### config.mk
export PLATFORM = sky130hd
export DESIGN_NAME = fpm_exc_pipe
export DESIGN_NICKNAME = d
export VERILOG_FILES = /design/src/rtl/fpm_exc_pipe.sv
export SDC_FILE = /design/constraint.sdc
export NUM_CORES = 1
export LEC_CHECK = 0
export CAP_MARGIN = 20
export CORE_ASPECT_RATIO = 0.6
export CORE_MARGIN = 2
export CORE_UTILIZATION = 25
export CTS_BUF_LIST = sky130_fd_sc_hd__clkbuf_2 sky130_fd_sc_hd__clkbuf_4 sky130_fd_sc_hd__clkbuf_8
export CTS_CLUSTER_DIAMETER = 120
export DETAILED_ROUTE_END_ITERATION = 12
export PLACE_DENSITY = 0.62
export REMOVE_ABC_BUFFERS = 1
export SYNTH_ARGS = -nofsm -noshare
export SYNTH_HDL_FRONTEND = slang
export SYNTH_SLANG_ARGS = --single-unit
### constraint.sdc
create_clock -name clk -period 1.95 [get_ports clk]
set_input_delay 0.585 -clock clk [delete_from_list [all_inputs] [get_ports clk]]
set_output_delay 0.585 -clock clk [all_outputs]
set_load 0.02 [all_outputs]
### src/rtl/fpm_exc_pipe.sv
// fpm_exc_pipe: pipelined special-case classifier for the FP multiplier.
// Classifies both operands in stage 0, delays the result through LAT stages
// under a simple valid/ready stall, and keeps sticky {invalid, overflow,
// underflow} flags that update on output handshake.
// Optional build macro FPM_EXC_SNAN_EN: a signalling NaN input (fraction MSB
// clear) also raises the invalid flag.

module fpm_exc_pipe #(
    parameter int unsigned EXP_W = 8,
    parameter int unsigned FRC_W = 23,
    parameter int unsigned LAT   = 2,
    parameter int unsigned DAZ   = 1
) (
    input  logic                     clk,
    input  logic                     rst,
    input  logic                     in_valid,
    output logic                     in_ready,
    input  logic [EXP_W+FRC_W:0]     op_x,
    input  logic [EXP_W+FRC_W:0]     op_y,
    input  logic                     udrf,
    input  logic                     ovrf,
    output logic                     out_valid,
    input  logic                     out_ready,
    output logic                     nan,
    output logic                     inf,
    output logic                     zer,
    output logic                     den,
    output logic                     spec,
    output logic [EXP_W+FRC_W:0]     spec_res,
    output logic [2:0]               flags,
    input  logic                     flag_clr
);

    localparam int unsigned W      = 1 + EXP_W + FRC_W;
    localparam int unsigned PW     = W + 8;
    localparam int unsigned B_UDF  = W;
    localparam int unsigned B_OVF  = W + 1;
    localparam int unsigned B_INV  = W + 2;
    localparam int unsigned B_DEN  = W + 3;
    localparam int unsigned B_ZER  = W + 4;
    localparam int unsigned B_INF  = W + 5;
    localparam int unsigned B_NAN  = W + 6;
    localparam int unsigned B_SPEC = W + 7;

    // Reject unsupported pipeline depths at elaboration.
    if (LAT < 1 || LAT > 4) begin : g_bad_lat
        $error("fpm_exc_pipe: LAT must be in 1..4");
    end

    logic [LAT-1:0] vld_q;
    logic [LAT-1:0] vld_d;
    logic [PW-1:0]  pay_q [LAT];
    logic [PW-1:0]  pay_d [LAT];
    logic [2:0]     flags_q;
    logic [2:0]     flags_d;
    logic [PW-1:0]  cls_c;
    logic           advance_c;
    logic           hs_c;

    assign advance_c = out_ready | ~vld_q[LAT-1];
    assign hs_c      = vld_q[LAT-1] & out_ready;

    // Stage-0 classification of the incoming beat; bubbles carry zeros.
    always_comb begin
        logic             e_x, z_x, f_x, e_y, z_y, f_y;
        logic             nan_x, inf_x, zer_x, den_x;
        logic             nan_y, inf_y, zer_y, den_y;
        logic             inv_ev, c_nan, c_inf, c_zer, s;
        logic [W-1:0]     res;
        cls_c = '0;
        res   = '0;
        e_x   = &op_x[W-2 -: EXP_W];
        z_x   = ~|op_x[W-2 -: EXP_W];
        f_x   = |op_x[FRC_W-1:0];
        e_y   = &op_y[W-2 -: EXP_W];
        z_y   = ~|op_y[W-2 -: EXP_W];
        f_y   = |op_y[FRC_W-1:0];
        nan_x = e_x & f_x;
        inf_x = e_x & ~f_x;
        nan_y = e_y & f_y;
        inf_y = e_y & ~f_y;
        if (DAZ != 0) begin
            zer_x = z_x;
            zer_y = z_y;
            den_x = 1'b0;
            den_y = 1'b0;
        end else begin
            zer_x = z_x & ~f_x;
            zer_y = z_y & ~f_y;
            den_x = z_x & f_x;
            den_y = z_y & f_y;
        end
        inv_ev = (inf_x & zer_y) | (zer_x & inf_y);
        c_nan  = nan_x | nan_y | inv_ev;
        c_inf  = ~c_nan & (inf_x | inf_y | ovrf);
        c_zer  = ~c_nan & ~c_inf & (zer_x | zer_y | udrf);
        s      = op_x[W-1] ^ op_y[W-1];
`ifdef FPM_EXC_SNAN_EN
        // Signalling NaN inputs are invalid operations as well.
        inv_ev = inv_ev | (nan_x & ~op_x[FRC_W-1]) | (nan_y & ~op_y[FRC_W-1]);
`endif
        if (c_nan) begin
            res[W-2 -: EXP_W] = '1;
            res[FRC_W-1]      = 1'b1;
        end else if (c_inf) begin
            res[W-1]          = s;
            res[W-2 -: EXP_W] = '1;
        end else if (c_zer) begin
            res[W-1]          = s;
        end
        if (in_valid) begin
            cls_c[W-1:0]  = res;
            cls_c[B_UDF]  = udrf;
            cls_c[B_OVF]  = ovrf;
            cls_c[B_INV]  = inv_ev;
            cls_c[B_DEN]  = den_x | den_y;
            cls_c[B_ZER]  = c_zer;
            cls_c[B_INF]  = c_inf;
            cls_c[B_NAN]  = c_nan;
            cls_c[B_SPEC] = c_nan | c_inf | c_zer;
        end
    end

    // Shift the whole pipe on advance, otherwise hold every stage.
    always_comb begin
        vld_d = vld_q;
        for (int unsigned i = 0; i < LAT; i++) begin
            pay_d[i] = pay_q[i];
        end
        if (advance_c) begin
            vld_d[0] = in_valid;
            pay_d[0] = cls_c;
            for (int unsigned i = 1; i < LAT; i++) begin
                vld_d[i] = vld_q[i-1];
                pay_d[i] = pay_q[i-1];
            end
        end
    end

    // Sticky flags: clear first, then OR in events from an output handshake.
    always_comb begin
        flags_d = flag_clr ? 3'b000 : flags_q;
        if (hs_c) begin
            flags_d = flags_d | {pay_q[LAT-1][B_INV], pay_q[LAT-1][B_OVF],
                                 pay_q[LAT-1][B_UDF]};
        end
    end

    // Pipeline and flag registers with synchronous reset.
    always_ff @(posedge clk) begin
        if (rst) begin
            vld_q   <= '0;
            flags_q <= '0;
            for (int unsigned i = 0; i < LAT; i++) begin
                pay_q[i] <= '0;
            end
        end else begin
            vld_q   <= vld_d;
            flags_q <= flags_d;
            for (int unsigned i = 0; i < LAT; i++) begin
                pay_q[i] <= pay_d[i];
            end
        end
    end

    assign in_ready  = advance_c;
    assign out_valid = vld_q[LAT-1];
    assign nan       = pay_q[LAT-1][B_NAN];
    assign inf       = pay_q[LAT-1][B_INF];
    assign zer       = pay_q[LAT-1][B_ZER];
    assign den       = pay_q[LAT-1][B_DEN];
    assign spec      = pay_q[LAT-1][B_SPEC];
    assign spec_res  = pay_q[LAT-1][W-1:0];
    assign flags     = flags_q;

endmodule

* Word level (Yosys, flattened, before mapping)
Memory sizes are Yosys's and may differ from the RTL's.
Cells that the tools add are included.
** Storage, ports and cells
- Logic and storage cells :: 55
- Memories kept :: 1
- Bits of input ports :: 71
- Register bits :: 5
- RAM bits :: 80
- Output and inout port bits :: 42
** Memories
- pay_q :: depth 2, bits a word 40, rd ports 2, clocked after memory_dff 0, write ports 2, RTL line 52 : logic [PW-1:0] pay_q [LAT];
** Cells by class
- Bitwise logic cells :: 29
- Muxes and demuxes :: 15
- Reduce and logical (&&, ||, !) cells :: 8
** Operator list (count)
- 40-bit two-way mux :: 3
- 80-bit two-way mux :: 1
- 23-bit OR reduction :: 2
- 8-bit two-way mux :: 2
- 8-bit AND reduction :: 2
- 8-bit OR reduction :: 2
- 1-bit OR :: 12
- 1-bit AND :: 10
- 1-bit two-way mux :: 7
- 3-bit two-way mux :: 2
- 1-bit NOT :: 5
- 3-bit OR :: 1
- 1-bit zero test :: 2
- 1-bit XOR :: 1

* Longest topological paths before layout
- Word-level depth :: 17
- Depth in mapped cells :: 7
- Mapped depth without buffers :: 6

* Least setup slack after synthesis
No wires, ideal clock.
- Path kind :: input-to-output
- Start :: in out_ready
- End :: out in_ready
- Data arrival time :: 1.259 ns
- Stages on the path :: 4
- Buffers on the path :: 2
- Required time :: 1.365 ns
- Setup slack :: 0.106 ns
- Cell sequence :: nor2b_1 clkbuf_1 inv_2 clkbuf_1
** On the way
- Cells in the longest elaborated chain, start to end :: 1
** Ends and longest elaborated chain
- start, declared :: RTL line 23 : input logic out_ready,
- 1-bit OR :: RTL line 60 : assign advance_c = out_ready | ~vld_q[LAT-1];
- end, declared :: RTL line 17 : output logic in_ready,
Every way passes these cells.

==> run metrics <==
outcome complete, no violations; distinct cell type count after synthesis 33; fin crit share 97.2%; # rows 20; area grow syn2layout 82.9%; Lkg Pwr 1.10 nW; first-pass GRT wire length 6.77 mm; register area share after synthesis 33.5%; Gate Count Post-Synth 170; cts hold-fix bufs 0; most common cell after layout, fill and taps aside dlygate4sd2_1; Post-synth EDFFs 0; Die X 99.7 µm; DR WL/cell 12.9 µm; post-route minimum period 1900 ps; #FFs+latches synth 23; achievable frequency 527 MHz; total routed wirelength 4.36 mm; Pre-Repair DR Iteration Count 4; Final Net Count 344; unrepaired setup endpoints after global routing yes; Req. time, crit path 2110 ps; worst path arrival time 2050 ps; type of the tightest min-delay check reg2reg; all-layer global routing usage 14.2%; die span in y 61.4 µm; dpl hpwl 3.47 mm; Power Dens Cells 425 nW/µm²; root buffer cell clkbuf_8; CP endpoint kind register; syn avg cell area 8.09 µm²; # setup viols final 0; Vias/cell 4.40; setup slack after layout 53.9 ps; top_reg_cell synth dfxtp_1; final instance area 2510 µm²; initial drt markers 46; DRT antenna net count 0; Layout Utilization 48.6%; fillers 538; WS Path Type in2reg; Final Non-Filler Cells 338; # diodes 0; TritonCTS Buffers 3; detailed-route via count 1486; Core Area 5180 µm²; Clock Skew 3.67 ps; RePlAce Congestion 0.788; CTS tree done; Final Hold Viols 0; Pins Over Slew Limit 0; commonest non-fill, non-tap cells in the layout dlygate4sd2_1 (65), nand2_1 (29), conb_1 (23), dfxtp_1 (23), buf_4 (23); Starting Density 26.5%; Placement Setup Slack -529 ps; antenna violations before repair 0; DR DRC count 0; H-Tree Depth 1; synthesized cell area 1380 µm²; Max VDD drop 256 µV; die area 6130 µm²; Clk pin slew, worst setup/hold paths 70 ps; CP Max Fanout 4; max-cap violations 0; Worst-Skew Late Latency 260 ps; vias in the first global route 1423; worst hold margin 450 ps; dpl cells 328; largest net degree at the start of global routing 19; Setup crit start kind input pin; clock tree buffer depth 2; synth warn 0; PortBufs 89; # IOs 113; layout cells sized above 1 22.8%; aggregate global routing overflow 0; placed cell areas 2310 µm²; fraction of registers with async set/reset 0%; TritonCTS Sinks 23
-- power by group --
part	switching (mW)	total, mW	internal, mW
logic	0.141	0.276	0.135
clock network	0.143	0.303	0.160
registers	0.00829	0.491	0.483
total	0.292	1.07	0.778
-- worst paths after layout --
path,start,endpoint,depth (start not counted),slack [ps]
setup reg to reg,vld_q[1],pay_q[0][36],7,520
setup / recovery,op_x[28],pay_q[0][31],6,50
hold / removal,pay_q[0][77],pay_q[0][77],2,450
hold reg to reg,pay_q[0][77],pay_q[0][77],2,450
-- registers in the layout (all words and copies together), names as in the netlist --
name and cells:
pay_q 18, flags 3, vld_q 2
-- critical path: stages --
cell and delay (ps):
dlygate4sd2_1 240, or4_4 570, nor2_4 170, o31ai_4 90, and2_4 180, a32o_1 210
-- what timing repair did --
action | 4_1_cts | 5_1_grt
endpoints found under the setup margin | 16 | 5
pin swaps | 26 | 9
gates resized for setup | 102 | 9
buffers inserted | 6 | 2
-- cell families (layout without fill, tap and decap cells) --
logic type      count (synthesis)  count (layout)  synth area share [%]
simple gates                   77              77                  30.5
buf+inv                        40             120                  19.9
compound gates                 28              28                  15.2
flops                          23              23                  33.5
other cells                     1              23                 0.273
xor+xnor                        1               1                 0.637
-- stage by stage --
stage	total power, mW	TNS [ps]
after floorplan	0.595	-769
after global placement	0.798	-3800
after detailed placement	0.801	-3750
after CTS	1.07	0
after global routing	1.11	-19.8
final	1.07	0
-- routing by layer --
layer	up-vias	global-route usage [%]	part of all wire [%]	wire length, µm
li1	757	-	-	-
met1	689	18.7	48	2100
met2	38	25.0	47	2050
met3	2	2.84	4.2	181
met4	0	2.35	0.64	28
met5	-	0	0	0
-- cell usage after synthesis, drive strengths merged (2+ instances only) --
library cell	instances	area, µm²
o31ai	3	37.5
nor4	12	81.3
or4	4	41.3
nand4	6	37.5
nand3	3	15.0
nand2	30	113
nand4bb	2	22.5
inv	2	7.50
nor3	4	20.0
dfxtp	23	460
a32oi	3	26.3
a21o	2	15.0
buf	33	248
a21oi	14	70.1
clkbuf	5	18.8
nor2	12	55.1
-- cell type report --
| type | instances | area (µm²) | area share, % |
|---|---|---|---|
| clock buffer | 4 | 48.8 | 1.94 |
| inverter | 2 | 7.51 | 0.299 |
| multi-input combinational | 129 | 911 | 36.2 |
| sequential | 23 | 460 | 18.3 |
| tap | 66 | 82.6 | 3.28 |
| timing repair buffer | 114 | 1000 | 40.0 |
Note: power is estimated with default switching activity, not from simulation.
